==> config.mk <==
export PLATFORM = sky130hd
export DESIGN_NAME = prog_mem_loader
export DESIGN_NICKNAME = d
export VERILOG_FILES = /design/src/rtl/prog_mem_pkg.sv /design/src/rtl/prog_word_packer.sv /design/src/rtl/prog_mem_loader.sv
export SDC_FILE = /design/constraint.sdc
export NUM_CORES = 1
export LEC_CHECK = 0
export BUFFER_PORTS_ARGS = -buffer_cell sky130_fd_sc_hd__buf_2
export CORE_MARGIN = 1.5
export CORE_UTILIZATION = 50
export CTS_CLUSTER_DIAMETER = 120
export DETAILED_ROUTE_END_ITERATION = 8
export GPL_TIMING_DRIVEN = 0
export HOLD_SLACK_MARGIN = 0.02
export PLACE_DENSITY_LB_ADDON = 0.2
export SLEW_MARGIN = 25
export SYNTH_ARGS = -nofsm -noshare
export SYNTH_HDL_FRONTEND = slang
export SYNTH_SLANG_ARGS = --single-unit
==> constraint.sdc <==
create_clock -name clk -period 7.95 [get_ports clk]
set_clock_uncertainty 0.2 [all_clocks]
set_input_delay 1.59 -clock clk [delete_from_list [all_inputs] [get_ports clk]]
set_output_delay 1.59 -clock clk [all_outputs]
set_load 0.03 [all_outputs]
==> src/rtl/prog_mem_pkg.sv <==
// Shared constants, FSM state type and address helper for the program-memory region.
// Also used by the decoder side so both agree on the index/address mapping.
package prog_mem_pkg;

    localparam logic [31:0] BASE_ADDR = 32'h0000_18C0;
    localparam logic [31:0] LAST_ADDR = 32'h0000_1CBF;
    localparam logic [31:0] WORDS     = (LAST_ADDR - BASE_ADDR + 32'd1) >> 2;

    typedef enum logic [1:0] {
        ST_IDLE    = 2'd0,
        ST_COLLECT = 2'd1,
        ST_WRITE   = 2'd2,
        ST_DONE    = 2'd3
    } loader_state_t;

    function automatic logic [31:0] index_to_addr(input logic [31:0] idx);
        return BASE_ADDR + (idx << 2);
    endfunction

endpackage

==> src/rtl/prog_word_packer.sv <==
// Little-endian byte-to-word assembler: byte 0 lands in bits 7:0, byte 3 in bits 31:24.
// word_full flags the accept that completes a word; word already includes that byte.
module prog_word_packer (
    input  logic        clk,
    input  logic        rst_n,
    input  logic        clear,
    input  logic        accept,
    input  logic [7:0]  in_byte,
    output logic [31:0] word,
    output logic        word_full
);

    logic [1:0]  byte_cnt;
    logic [31:0] lanes_q;

    always_comb begin
        word = lanes_q;
        if (accept) begin
            case (byte_cnt)
                2'd0:    word[7:0]   = in_byte;
                2'd1:    word[15:8]  = in_byte;
                2'd2:    word[23:16] = in_byte;
                default: word[31:24] = in_byte;
            endcase
        end
    end

    assign word_full = accept && (byte_cnt == 2'd3);

    // Only the counter needs reset; stale lanes are always overwritten before use.
    always_ff @(posedge clk) begin
        if (!rst_n) begin
            byte_cnt <= 2'd0;
        end else if (clear) begin
            byte_cnt <= 2'd0;
        end else if (accept) begin
            byte_cnt <= byte_cnt + 2'd1;
        end
    end

    always_ff @(posedge clk) begin
        if (accept) begin
            lanes_q <= word;
        end
    end

endmodule

==> src/rtl/prog_mem_loader.sv <==
// Byte-stream program loader: packs bytes into words and issues word-indexed writes
// carrying both the word index and the matching CPU byte address.
module prog_mem_loader
    import prog_mem_pkg::*;
(
    input  logic        clk,
    input  logic        rst_n,
    input  logic        start,
    input  logic [31:0] load_len,
    input  logic        in_valid,
    input  logic [7:0]  in_data,
    output logic        in_ready,
    output logic        wr_en,
    output logic [31:0] wr_index,
    output logic [31:0] wr_addr,
    output logic [31:0] wr_data,
    output logic        busy,
    output logic        done,
    output logic        err
);

    loader_state_t state, state_nxt;
    logic [31:0]   len_q;
    logic [31:0]   word_cnt;
    logic [31:0]   packed_word;
    logic          word_full;
    logic          accept;
    logic          start_ok;
    logic          last_word;

    assign accept    = in_valid && in_ready;
    assign start_ok  = (state == ST_IDLE) && start;
    assign last_word = ((word_cnt + 32'd1) == len_q);

    prog_word_packer u_packer (
        .clk       (clk),
        .rst_n     (rst_n),
        .clear     (start_ok),
        .accept    (accept),
        .in_byte   (in_data),
        .word      (packed_word),
        .word_full (word_full)
    );

    always_ff @(posedge clk) begin
        if (!rst_n) begin
            state <= ST_IDLE;
        end else begin
            state <= state_nxt;
        end
    end

    always_comb begin
        state_nxt = state;
        in_ready  = 1'b0;
        wr_en     = 1'b0;
        done      = 1'b0;
        busy      = 1'b1;
        case (state)
            ST_IDLE: begin
                busy = 1'b0;
                if (start) begin
                    if (load_len == 32'd0) begin
                        state_nxt = ST_DONE;
                    end else if (load_len <= WORDS) begin
                        state_nxt = ST_COLLECT;
                    end
                end
            end
            ST_COLLECT: begin
                in_ready = 1'b1;
                if (word_full) begin
                    state_nxt = ST_WRITE;
                end
            end
            ST_WRITE: begin
                wr_en     = 1'b1;
                state_nxt = last_word ? ST_DONE : ST_COLLECT;
            end
            default: begin
                done      = 1'b1;
                state_nxt = ST_IDLE;
            end
        endcase
    end

    // Write outputs are captured on the completing byte so they are valid during
    // WRITE and then hold until the next word replaces them.
    always_ff @(posedge clk) begin
        if (!rst_n) begin
            len_q    <= 32'd0;
            word_cnt <= 32'd0;
            err      <= 1'b0;
            wr_index <= 32'd0;
            wr_addr  <= 32'd0;
            wr_data  <= 32'd0;
        end else begin
            if (start_ok) begin
                err      <= (load_len > WORDS);
                len_q    <= load_len;
                word_cnt <= 32'd0;
            end
            if (word_full) begin
                wr_index <= word_cnt;
                wr_addr  <= index_to_addr(word_cnt);
                wr_data  <= packed_word;
            end
            if (state == ST_WRITE) begin
                word_cnt <= word_cnt + 32'd1;
            end
        end
    end

endmodule

# Yosys cells after proc, flatten, opt, wreduce, memory -nomap -nowiden
# Cells that the tools add are included.
# word_totals
input_bits	44
register_bits	197
# classes
n_bitwise	1
reduce_logical	11
order_cmp	2
mux	17
add_sub_neg	3
n_eq_ne	9
# ops
operator	n
32-bit two-way mux	3
13-bit by 32-bit adder with 32-bit output (first input constant)	1
32-bit by 1-bit adder with 32-bit output (second input constant)	1
32-bit == test	1
32-bit by 9-bit > comparator with 1-bit output (second input constant)	1
32-bit by 9-bit <= comparator with 1-bit output (second input constant)	1
32-bit logical NOT	1
8-bit two-way mux	4
2-bit two-way mux	5
2-bit == test (second input constant)	3
2-bit case mux with 3 select lines	1
3-bit OR reduction	2
2-bit by 1-bit == test with 1-bit output (second input constant)	2
2-bit logical NOT	2
1-bit two-way mux	4
1-bit logical AND	3
3-bit by 1-bit inequality test with 1-bit output (second input constant)	1
3-bit AND reduction	1
2-bit by 1-bit adder with 2-bit output (second input constant)	1
2-bit by 1-bit inequality test with 1-bit output (second input constant)	1
2-bit inequality test (second input constant)	1
2-bit nonzero test	1
2-bit OR reduction	1
1-bit inverter	1

# Logic depth before layout (Yosys ltp)
# depth
depth_word	6
depth_mapped	10
ltp_nobuf	9

# Hierarchy
# From an unflattened synthesis, not the netlist that was laid out.
# hier_totals
hier_cells	996
area_unflattened_um2	9033.7
# modules_own_cells
module	area_per_inst_um2	cells_each	seq_area_each_um2	n_inst
prog_mem_loader	7527.2	912	3143.0	1
prog_word_packer	1506.4	84	1001.0	1

# Least setup slack after synthesis
# OpenSTA, ideal clock, no wires.
# synth_timing
path_kind	input-to-reg
start	in in_valid
end	reg u_packer.lanes_q[0] (data pin)
path_buffers	1
cell_stages	4
path_slack_ns	3.865
t_required_ns	7.487
arrival_ns	3.621
path_cell_list	and2_1 clkbuf_1 nand2_1 mux2_2
# synth_via
elab_chain_len	2
# synth_rtl
item	line_no	text
start, declared	prog_mem_loader.sv:10	input logic in_valid,
1-bit logical AND	prog_mem_loader.sv:31	assign accept = in_valid && in_ready;
net accept	prog_mem_loader.sv:27	logic accept;
32-bit two-way mux	prog_word_packer.sv:18	if (accept) begin
net packed_word[0]	prog_mem_loader.sv:25	logic [31:0] packed_word;
end signal, assigned	prog_word_packer.sv:43	lanes_q <= word;
end, declared	prog_word_packer.sv:14	logic [31:0] lanes_q;
# The timed path passes the listed nets, and every way through them passes these cells.
# A chain may end at the register's enable or synchronous reset.

# Worst setup path after layout
# layout_timing
start	reg state[0]
end	out wr_en
# layout_via
elab_chain_len	2
# layout_rtl
item	line_no	text
start, declared	prog_mem_loader.sv:22	loader_state_t state, state_nxt;
start signal, assigned	prog_mem_loader.sv:49	state <= state_nxt;
2-bit == test	prog_mem_loader.sv:59	case (state)
1-bit two-way mux	prog_mem_loader.sv:59	
end, declared	prog_mem_loader.sv:13	output logic wr_en,
# Every way passes these cells.

==> results.txt <==
Number of synthesized flops with an enable pin = 32
RSZ-0062 raised after global routing = no
Hold buffer count at CTS = 0
Post-CTS Setup Bufs = 0
Final Max Slew Viols = 0
GP Congestion = 0.915
Worst path required time = 6.16 ns
NetSw = 0.454 mW
Initial antenna violation count = 0
Seq pwr share = 0.520
Status = finished, final reports clean
DRC = 0
Post-route cell area = 0.0104 mm^2
Post-synthesis mux area share = 0.0409
Compound-Gate Fraction of Synth Area = 0.156
Share of cells above drive strength 1 = 0.214
Largest family of logic cells by synthesized area = simple AND/OR/NAND/NOR gates
Starting Density = 0.511
Design Power = 1.92 mW
Power Density = 184 mW/mm^2
Row count = 48
Final hold violation count = 0
Hold WC Path Type = reg2reg
Share of the synthesized area in the top cell type = 0.361
Io pins = 145
Post-Route WL = 23900 um
Max_slew headroom = 0.506
CORE AREA = 0.0172 mm^2
Max_cap viols = 0
Number of clock sinks = 191
Most frequent cells in the layout = 182 x nand2_1, 159 x dfxtp_1, 151 x buf_2, 98 x a21oi_1, 67 x nor2_1
Setup-failing EPs final = 0
Cells after Synth = 989
Tmin final = 3.99 ns
Router iterations before antenna repair = 5
Post-DR wirelength/cell = 17.2 um
Setup crit end kind = output port
Fin crit share = 0.502
Finished Layout Cells = 1390
Synth Area in XOR/XNOR = 0.0754
Int Power = 1.46 mW
Fin util = 0.603
Combinational group share of total power = 0.042
Die height = 136 um
Die area = 0.0184 mm^2
Cells resized by post-CTS repair = 0
Sw Ratio = 0.237
I/O Buffers = 142
Max VDD drop = 0.000147 V
Total Nets Final = 1204
First-pass GRT wire length = 37000 um
Overall routing resource usage = 0.262
Max clock buf depth = 2
Vias in the first global route = 6940
Iteration-0 DRC Markers = 676
Netlist cell types = 63
FF+latch area = 0.00414 mm^2
Grt ovf = 0
Synth Cell Area = 0.00881 mm^2
Clock power frac = 0.438
Final setup margin = 3.96 ns
Largest cells by area after synthesis = dfxtp_1 36%, edfxtp_1 11%, nand2_1 7.8%
Leading area contributor after synthesis = dfxtp_1
Setup TNS = 0 ns
Placed Area = 0.00982 mm^2
Post-Synth Adder-Cell Area = 0.0114
Seq/Total Area, Yosys = 0.471
Synth Warn # = 0
WS Path Type = reg2out
CTS tree = yes
Mapped Avg Cell Area = 8.90 um^2
Synth Flop Type = dfxtp_1
Critical Path AT = 2.20 ns
Async S/R FF share, synth = 0
TritonCTS Buffers = 17
Area Growth Syn to Fin = 18.1%
CP max FO = 10
Most common cell after layout, fill and taps aside = nand2_1
Startpoint Class = flip-flop
Insertion delay to the later sink of the worst-skew pair = 0.43 ns
Leak pwr = 3.81 nW
HPWL Detailed = 18000 um
Largest net degree at the start of global routing = 30
Peak Freq = 251 MHz
Post-Place Worst Slack = 3.78 ns
# fillers = 1566
Clock-pin slew on the worst setup and hold paths = 0.07 ns
DP Cell Count = 1358
Area of the multi-input gates = 0.00423 mm^2
N_diodes = 0
Root Buffer = clkbuf_16
Vias = 7639
Worst-Margin Slew = 0.741 ns
Die width = 136 um
Flops & latches, synth = 191
Vias per cell = 5.50
Simple-gate portion of the synthesized area = 0.196
Clock H-tree levels = 4
Antenna viol nets, final = 0
WHS = 0.249 ns
-- synthesized netlist by cell type, types with 3 or more instances --
master	n
a211oi_1	23
a21o_1	3
a21oi_1	98
a22o_1	32
a311oi_1	7
a31oi_1	7
and2_1	7
and3_1	10
buf_1	5
buf_2	9
buf_4	10
clkbuf_1	59
dfxtp_1	159
edfxtp_1	32
ha_1	8
inv_1	10
mux2_2	32
nand2_1	182
nand3_1	8
nand4_1	19
nor2_1	67
nor2b_1	3
nor3_1	25
nor3b_1	4
nor4_1	12
o21ai_0	28
or2_2	5
or3_1	5
or4_1	6
xnor2_1	46
xor2_1	28
-- routing by layer --
metal | vias up | GRT usage | part of all wire
met5 | - | 0 | 0
met4 | 0 | 0.0902 | 0.023
met3 | 42 | 0.0498 | 0.063
met2 | 260 | 0.423 | 0.46
met1 | 3563 | 0.351 | 0.45
li1 | 3774 | - | -
-- power groups by stage --
stage / registers [mW] / clock network, mW / logic, mW
after floorplan: 1.02 / 0 / 0.0482
after global placement: 1.02 / 0 / 0.0790
after detailed placement: 1.02 / 0 / 0.0800
after CTS: 0.997 / 0.848 / 0.0802
after global routing: 0.997 / 0.889 / 0.0873
final: 0.997 / 0.840 / 0.0799
-- path summary, 6_finish.rpt --
kind,cells past startpoint,startpoint,slack (ns),end
max,5,state[0],3.96,wr_en
min,2,wr_index[16],0.25,wr_index[16]
max reg2reg,9,word_cnt[1],4.54,state[1]
min reg2reg,2,wr_index[16],0.25,wr_index[16]
-- final cells by class --
| cell class | count | share of cell area |
|---|---|---|
| plain buffers | 87 | 0.0378 |
| clock buffers | 17 | 0.0409 |
| clock inverters | 15 | 0.0146 |
| inverters | 11 | 0.00397 |
| multi-input cells | 701 | 0.407 |
| flip-flops and latches | 191 | 0.398 |
| well taps | 225 | 0.0271 |
| repair buffers | 143 | 0.0703 |
-- cell families after synthesis --
kind of cell | Yosys count
xor+xnor | 75
buf+inv | 98
compound gates | 214
other cells | 1
flops | 191
fa+ha+maj | 8
simple gates | 370
mux | 32
-- state kept, by name, summed over array words and instances (netlist names) --
name	cells
len_q	32
u_packer.lanes_q	32
word_cnt	32
wr_data	32
wr_index	32
wr_addr	26
state	2
u_packer.byte_cnt	2
err	1
-- worst max-delay path: stages, from the launching register on --
cell and delay, ns:
dfxtp_1 0.30, clkbuf_1 0.18, nand2b_1 0.27, inv_1 0.22, clkbuf_1 0.49, buf_2 0.31
Power figures use the tool's default switching activity.
